**src/rtl/stage_draw_pkg.sv**
```systemverilog
// rtl/stage_draw_pkg.sv - shared state encoding, geometry and colour constants
package stage_draw_pkg;

  typedef enum logic [2:0] {
    IDLE   = 3'd0,
    CLEAR  = 3'd1,
    BANNER = 3'd2,
    HOLD   = 3'd3,
    ERASE  = 3'd4,
    DONE   = 3'd5
  } state_t;

  localparam logic [7:0] SCREEN_W  = 8'd160;
  localparam logic [6:0] SCREEN_H  = 7'd120;
  localparam logic [7:0] BANNER_X0 = 8'd39;
  localparam logic [6:0] BANNER_Y0 = 7'd39;
  localparam logic [7:0] BANNER_W  = 8'd80;
  localparam logic [6:0] BANNER_H  = 7'd40;

  localparam int BANNER_PIXELS = int'(BANNER_W) * int'(BANNER_H);

  localparam logic [8:0] CLEAR_COLOUR = 9'h000;

endpackage

```
**src/rtl/rect_scanner.sv**
```systemverilog
// rtl/rect_scanner.sv - raster counter over a rectangle with run-time geometry
//
// Ports:
//   clk, reset   clock, asynchronous active-high reset
//   start        re-arm: offsets return to (0,0); has priority over en
//   en           advance one pixel (x inner, y outer)
//   x0, y0       rectangle origin
//   w, h         rectangle size (non-zero)
//   x, y         current pixel = origin + offset
//   last         current pixel is the bottom-right corner
module rect_scanner (
  input  logic       clk,
  input  logic       reset,
  input  logic       start,
  input  logic       en,
  input  logic [7:0] x0,
  input  logic [6:0] y0,
  input  logic [7:0] w,
  input  logic [6:0] h,
  output logic [7:0] x,
  output logic [6:0] y,
  output logic       last
);

  logic [7:0] ox;
  logic [6:0] oy;
  logic       x_end;
  logic       y_end;

  assign x_end = (ox == w - 8'd1);
  assign y_end = (oy == h - 7'd1);
  assign last  = x_end && y_end;
  assign x     = x0 + ox;
  assign y     = y0 + oy;

  always_ff @(posedge clk or posedge reset) begin
    if (reset) begin
      ox <= '0;
      oy <= '0;
    end else if (start) begin
      ox <= '0;
      oy <= '0;
    end else if (en) begin
      if (x_end) begin
        ox <= '0;
        oy <= y_end ? 7'd0 : oy + 7'd1;
      end else begin
        ox <= ox + 8'd1;
      end
    end
  end

endmodule

```
**src/rtl/stage_screen_sequencer.sv**
```systemverilog
// rtl/stage_screen_sequencer.sv - clear / banner / hold / erase sequencer in front of the VGA adapter
//
// Ports:
//   clk, reset       clock, asynchronous active-high reset
//   go               start request, honoured only in IDLE
//   frame_tick       one pulse per displayed frame, counted only in HOLD
//   banner_done      drawer completion flag, observed only in BANNER
//   banner_colour/x/y drawer pixel stream
//   banner_resetn    active-low run control to the drawer
//   vga_x/y/colour   registered pixel to VGA
//   vga_plot         registered write strobe to VGA
//   busy             high outside IDLE
//   seq_done         one-cycle pulse while in DONE
//   banner_err       sticky drawer timeout
module stage_screen_sequencer
  import stage_draw_pkg::*;
#(
  parameter int BANNER_LAT  = 2,
  parameter int HOLD_FRAMES = 120
) (
  input  logic       clk,
  input  logic       reset,
  input  logic       go,
  input  logic       frame_tick,
  input  logic       banner_done,
  input  logic [8:0] banner_colour,
  input  logic [7:0] banner_x,
  input  logic [6:0] banner_y,
  output logic       banner_resetn,
  output logic [7:0] vga_x,
  output logic [6:0] vga_y,
  output logic [8:0] vga_colour,
  output logic       vga_plot,
  output logic       busy,
  output logic       seq_done,
  output logic       banner_err
);

  // Forwarding window in phase-counter units, plus a small grace period
  // after the last expected pixel before declaring the drawer hung.
  localparam logic [11:0] K_FIRST   = 12'(BANNER_LAT);
  localparam logic [11:0] K_LAST    = 12'(BANNER_LAT + BANNER_PIXELS - 1);
  localparam logic [11:0] K_TIMEOUT = 12'(BANNER_LAT + BANNER_PIXELS + 8);
  localparam logic [15:0] HOLD_LAST = (HOLD_FRAMES == 0) ? 16'd0 : 16'(HOLD_FRAMES - 1);

  state_t      state;
  logic [11:0] k;
  logic [15:0] hold_cnt;

  logic        scan_en;
  logic        scan_start;
  logic        scan_erase;
  logic [7:0]  scan_x;
  logic [6:0]  scan_y;
  logic        scan_last;

  // One scanner serves both fill phases; it is held at offset zero in every
  // other state so each fill starts from its rectangle's top-left corner.
  assign scan_en    = (state == CLEAR) || (state == ERASE);
  assign scan_start = !scan_en;
  assign scan_erase = (state == ERASE);

  rect_scanner u_scan (
    .clk   (clk),
    .reset (reset),
    .start (scan_start),
    .en    (scan_en),
    .x0    (scan_erase ? BANNER_X0 : 8'd0),
    .y0    (scan_erase ? BANNER_Y0 : 7'd0),
    .w     (scan_erase ? BANNER_W  : SCREEN_W),
    .h     (scan_erase ? BANNER_H  : SCREEN_H),
    .x     (scan_x),
    .y     (scan_y),
    .last  (scan_last)
  );

  always_ff @(posedge clk or posedge reset) begin
    if (reset) begin
      state         <= IDLE;
      k             <= '0;
      hold_cnt      <= '0;
      banner_resetn <= 1'b0;
      vga_x         <= '0;
      vga_y         <= '0;
      vga_colour    <= '0;
      vga_plot      <= 1'b0;
      busy          <= 1'b0;
      seq_done      <= 1'b0;
      banner_err    <= 1'b0;
    end else begin
      vga_plot <= 1'b0;
      seq_done <= 1'b0;
      case (state)
        IDLE: begin
          if (go) begin
            state <= CLEAR;
            busy  <= 1'b1;
          end
        end

        CLEAR: begin
          vga_x      <= scan_x;
          vga_y      <= scan_y;
          vga_colour <= CLEAR_COLOUR;
          vga_plot   <= 1'b1;
          if (scan_last) begin
            state         <= BANNER;
            k             <= '0;
            banner_resetn <= 1'b1;
          end
        end

        BANNER: begin
          k <= k + 12'd1;
          // The drawer has no valid strobe; its pixels are trusted only
          // inside the window that follows its fixed start-up latency.
          if (k >= K_FIRST && k <= K_LAST) begin
            vga_x      <= banner_x;
            vga_y      <= banner_y;
            vga_colour <= banner_colour;
            vga_plot   <= 1'b1;
          end
          // Dropping banner_resetn on the way out keeps the drawer from
          // starting a second scan while the banner is on screen.
          if (banner_done && k > K_LAST) begin
            state         <= HOLD;
            hold_cnt      <= '0;
            banner_resetn <= 1'b0;
          end else if (k == K_TIMEOUT) begin
            state         <= HOLD;
            hold_cnt      <= '0;
            banner_resetn <= 1'b0;
            banner_err    <= 1'b1;
          end
        end

        HOLD: begin
          if (HOLD_FRAMES == 0 || (frame_tick && hold_cnt == HOLD_LAST)) begin
            state <= ERASE;
          end else if (frame_tick) begin
            hold_cnt <= hold_cnt + 16'd1;
          end
        end

        ERASE: begin
          vga_x      <= scan_x;
          vga_y      <= scan_y;
          vga_colour <= CLEAR_COLOUR;
          vga_plot   <= 1'b1;
          if (scan_last) begin
            state    <= DONE;
            seq_done <= 1'b1;
          end
        end

        DONE: begin
          state <= IDLE;
          busy  <= 1'b0;
        end

        default: begin
          state <= IDLE;
          busy  <= 1'b0;
        end
      endcase
    end
  end

endmodule
```
**config.mk**
```make
export PLATFORM = sky130hd
export DESIGN_NAME = stage_screen_sequencer
export DESIGN_NICKNAME = d
export VERILOG_FILES = /design/src/rtl/stage_draw_pkg.sv /design/src/rtl/rect_scanner.sv /design/src/rtl/stage_screen_sequencer.sv
export SDC_FILE = /design/constraint.sdc
export NUM_CORES = 1
export LEC_CHECK = 0
export BUFFER_PORTS_ARGS = -buffer_cell sky130_fd_sc_hd__buf_2
export CORE_MARGIN = 1
export CORE_UTILIZATION = 50
export CTS_CLUSTER_SIZE = 28
export DETAILED_ROUTE_END_ITERATION = 8
export GPL_TIMING_DRIVEN = 0
export HOLD_SLACK_MARGIN = 0.03
export PLACE_DENSITY_LB_ADDON = 0.15
export SLEW_MARGIN = 30
export SYNTH_ARGS = -nofsm -noshare
export SYNTH_HDL_FRONTEND = slang
export SYNTH_SLANG_ARGS = --single-unit
```
**constraint.sdc**
```tcl
create_clock -name clk -period 2.9 [get_ports clk]
set_input_delay 0.29 -clock clk [delete_from_list [all_inputs] [get_ports clk]]
set_output_delay 0.29 -clock clk [all_outputs]
set_load 0.03 [all_outputs]
```
==> results.md <==
- Endpoint of the most critical register-to-register path: vga_x[6]$_DFFE_PP0P_
- Placeable core region: 0.00830 mm^2
- Maximum clock rate: 367 MHz
- Initial core utilization: 0.523
- Total nets after synthesis: 514
- Final setup violation count: 0
- Final clock skew: 0.0175 ns
- Total number of nets in the final design: 586
- Horizontal die dimension: 95.1 um
- Detailed route wirelength on metal3: 317 um
- Synth Cell Area: 0.00434 mm^2
- Buffers plus inverters on the worst setup path: 4
- DR iter-0 viols: 175
- Most frequent standard cell in the layout excluding fill and tap cells: sky130_fd_sc_hd__dfrtp_1
- Antenna Violating Nets Remaining: 0
- Cell family contributing the most delay on the critical path: adder cells
- Leakage power: 2.29 nW
- Highest routing layer actually used: met4
- Synthesized area per cell: 9.27 um^2
- Worst-path cell with the longest stage delay: sky130_fd_sc_hd__fa_1
- Ratio of cells with drive above 1 in the final layout: 0.178
- IR drop worst, VDD: 333 uV
- R2r startpoint: state[0]$_DFFE_PP0P_
- Run status: finished clean
- Via count of the first global-routing pass: 3483
- Leftover overflow at the end of global routing: 0
- Boundary Pins: 58
- CP cell instances: buf_2, or3b_1, buf_6, clkinvlp_4, ha_1, inv_1, fa_1, nor2b_1, o21ai_1, o21ba_2, xor2_1, mux2i_1
- TritonCTS clock tree: built
- First-pass iteration count of the detailed router: 4
- Critical Path End Type: flip-flop
- Sequential share of the synthesized area: 0.433
- Gr usage total: 0.225
- Worst-margin pin slew: 0.666 ns
- Remaining design rule violation count: 0
- Unique cell type count in the Yosys netlist: 59
- Final count of pins violating max slew: 0
- Y dimension of the die: 95.1 um
- First-pass GRT wire length: 16000 um
- Relative area change from synthesis to final layout: 16.2%
- Path type of the worst setup path: reg -> reg
- Fraction of the core area covered by cells at the end of the flow: 0.607
- Weighted congestion reported at the end of routability-driven placement: 0.809
- Via density: 5.48
- FF-to-FF setup slack: 0.17 ns
- Final cycle utilization of the critical path: 0.940
- Total die area: 0.00905 mm^2
- Number of buffers inserted by port buffering: 57
- Detailed-routed wire length on met2: 4400 um
- Clock sinks: 75
- Metal1 wirelength: 4520 um
- Post-detailed-route wirelength per cell: 14.3 um
- Number of cells on the critical path: 12
- Cell count after synthesis: 468
- Clock Tree Root: sky130_fd_sc_hd__clkbuf_8
- Floorplan row count: 33
- Pin count of the biggest net entering global routing: 51
- Hold Violations, Final: 0
- Max-cap violation count: 0
- Pre-CTS setup slack: -0.0457 ns
- Power density of the placed cells: 817 mW/mm^2
- Antenna Cells: 0
- Clock transition at the register clock pins on the worst setup and hold paths after CTS: 0.08 ns
- Total wire length after detailed routing: 9310 um
- Asr flop ratio synth: 1.00
- Main flop type after synthesis: sky130_fd_sc_hd__dfrtp_1
- Num CTS Buffers: 9
- Worst Setup Slack, final: 0.174 ns
- Data arrival time of the worst path: 2.94 ns
- HPWL Detailed: 6730 um
- Seq cells post-synth: 75
- Highest-count cells in the layout ignoring fill and taps: sky130_fd_sc_hd__dfrtp_1, sky130_fd_sc_hd__buf_2, sky130_fd_sc_hd__nand2_1
- Via Count: 3563
- Worst setup path startpoint: state[0]$_DFFE_PP0P_
- Warnings from Yosys: 0
- Unrepaired setup endpoints after global routing: false
- Length in cells of the worst reg-to-reg path: 12
- Number of antenna violations at the first check in global routing: 0
- Worst Path Required: 3.11 ns
- Count of H-tree levels built during CTS: 3
- Final period demand of the worst path: 2.73 ns
- Class of the tightest hold or removal check: in -> reg
- Count of flip-flops with a built-in enable after synthesis: 0
- Max stage delay on crit path: 0.46 ns
- Worst relative slew slack: 0.552
- Critical path endpoint: vga_x[6]$_DFFE_PP0P_
- Worst-path maximum fanout: 10
- Clock latency of the later-clocked register in the worst-skew pair: 0.35 ns
- Crit start category: flip-flop
- Maximum root-to-sink buffer count: 2
==> logic make-up (layout without fill, tap and decap cells) <==
| group | Yosys count | in the layout | share of synthesized area |
|---|---|---|---|
| adders and majority gates | 17 | 17 | 0.0525 |
| AOI/OAI and AO/OA | 92 | 92 | 0.128 |
| muxes | 29 | 29 | 0.0698 |
| buffers and inverters | 47 | 124 | 0.0482 |
| xor gates and xnor gates | 32 | 32 | 0.0646 |
| and+or+nand+nor | 176 | 176 | 0.204 |
| DFF | 75 | 75 | 0.433 |
==> how the worst min path moves through the flow <==
stage	startpoint	end	slack (ns)	depth (start not counted)
floorplan	banner_colour[0]	vga_colour[0]$_DFFE_PP0P_	0.41	2
finish	banner_colour[5]	vga_colour[5]$_DFFE_PP0P_	0.15	3
detailed placement	reset	u_scan.ox[6]$_DFF_PP0_	0.29	2
global route	banner_colour[5]	vga_colour[5]$_DFFE_PP0P_	0.15	3
CTS	banner_colour[5]	vga_colour[5]$_DFFE_PP0P_	0.14	3
global placement	banner_err$_DFFE_PP0P_	banner_err$_DFFE_PP0P_	0.47	1
==> worst min-delay path: stages <==
cell,delay [ns]
sky130_fd_sc_hd__buf_2,0.08
sky130_fd_sc_hd__nand2_1,0.03
sky130_fd_sc_hd__o21ai_0,0.06
==> registers in the layout (all words and copies together), names as in the netlist <==
name	count
u_scan.oy	7
vga_y	7
hold_cnt	16
seq_done	1
banner_err	1
busy	1
vga_colour	9
banner_resetn	1
vga_plot	1
u_scan.ox	8
vga_x	8
state	3
k	12
==> routing by layer <==
layer	up-vias	GRT usage
met5	-	0
met4	0	0.0859
met3	7	0.0375
met2	85	0.365
met1	1679	0.299
li1	1792	-
==> metrics by stage <==
step                      instances  cell area, um^2  hold WS, ns  setup TNS, ns  total power (W)
after global placement          630             4750        0.469         -18.89          0.00316
after detailed placement        631             4780        0.294        -0.0457          0.00322
final                           650             5040        0.148              0          0.00412
after global routing            650             5040        0.147              0          0.00442
after floorplan                 468             4340        0.407              0          0.00274
after CTS                       648             5030        0.137              0          0.00414
==> Yosys cell counts, types with 3 or more instances <==
cell	instances	area (um^2)
sky130_fd_sc_hd__a21o_1	3	22.5
sky130_fd_sc_hd__a21oi_1	21	105
sky130_fd_sc_hd__a31oi_1	5	31.3
sky130_fd_sc_hd__and2_1	4	25.0
sky130_fd_sc_hd__and3_1	4	25.0
sky130_fd_sc_hd__and4_1	5	43.8
sky130_fd_sc_hd__buf_2	5	25.0
sky130_fd_sc_hd__buf_4	3	22.5
sky130_fd_sc_hd__clkbuf_1	16	60.1
sky130_fd_sc_hd__dfrtp_1	75	1880
sky130_fd_sc_hd__ha_1	15	188
sky130_fd_sc_hd__inv_1	19	71.3
sky130_fd_sc_hd__mux2i_1	28	280
sky130_fd_sc_hd__nand2_1	48	180
sky130_fd_sc_hd__nand3_1	17	85.1
sky130_fd_sc_hd__nand4_1	9	56.3
sky130_fd_sc_hd__nor2_1	43	161
sky130_fd_sc_hd__nor3_1	11	55.1
sky130_fd_sc_hd__nor4_1	9	56.3
sky130_fd_sc_hd__nor4b_1	3	26.3
sky130_fd_sc_hd__o21ai_0	38	190
sky130_fd_sc_hd__o21bai_1	3	22.5
sky130_fd_sc_hd__or2_2	3	18.8
sky130_fd_sc_hd__or3_1	3	18.8
sky130_fd_sc_hd__or4_1	4	30.0
sky130_fd_sc_hd__xnor2_1	22	193
sky130_fd_sc_hd__xor2_1	10	87.6
==> timing repair <==
| action | CTS | global route |
|---|---|---|
| hold endpoints to repair | 25 | 0 |
| endpoints found under the setup margin | 1 | 2 |
| setup buffers | 0 | 2 |
| gates resized for setup | 1 | 1 |
| hold buffers | 1 | 0 |
==> final cells by class <==
type	instances	area, um^2
inverters	19	77.6
clock inverters	4	72.6
well taps	105	131
fillers	723	3260
clock buffers	12	155
multi-input cells	346	2250
plain buffers	28	138
flip-flops and latches	75	1880
repair buffers	61	338
==> where the power goes <==
group          leakage, nW  total, W  internal, W  switching [W]
combinational         1.17   0.00177     0.000606        0.00116
sequential            1.01   0.00143      0.00128       0.000150
clock                0.113  0.000915     0.000531       0.000384
total                 2.29   0.00412      0.00242        0.00170
No activity file was read; power rests on OpenSTA's default activity.
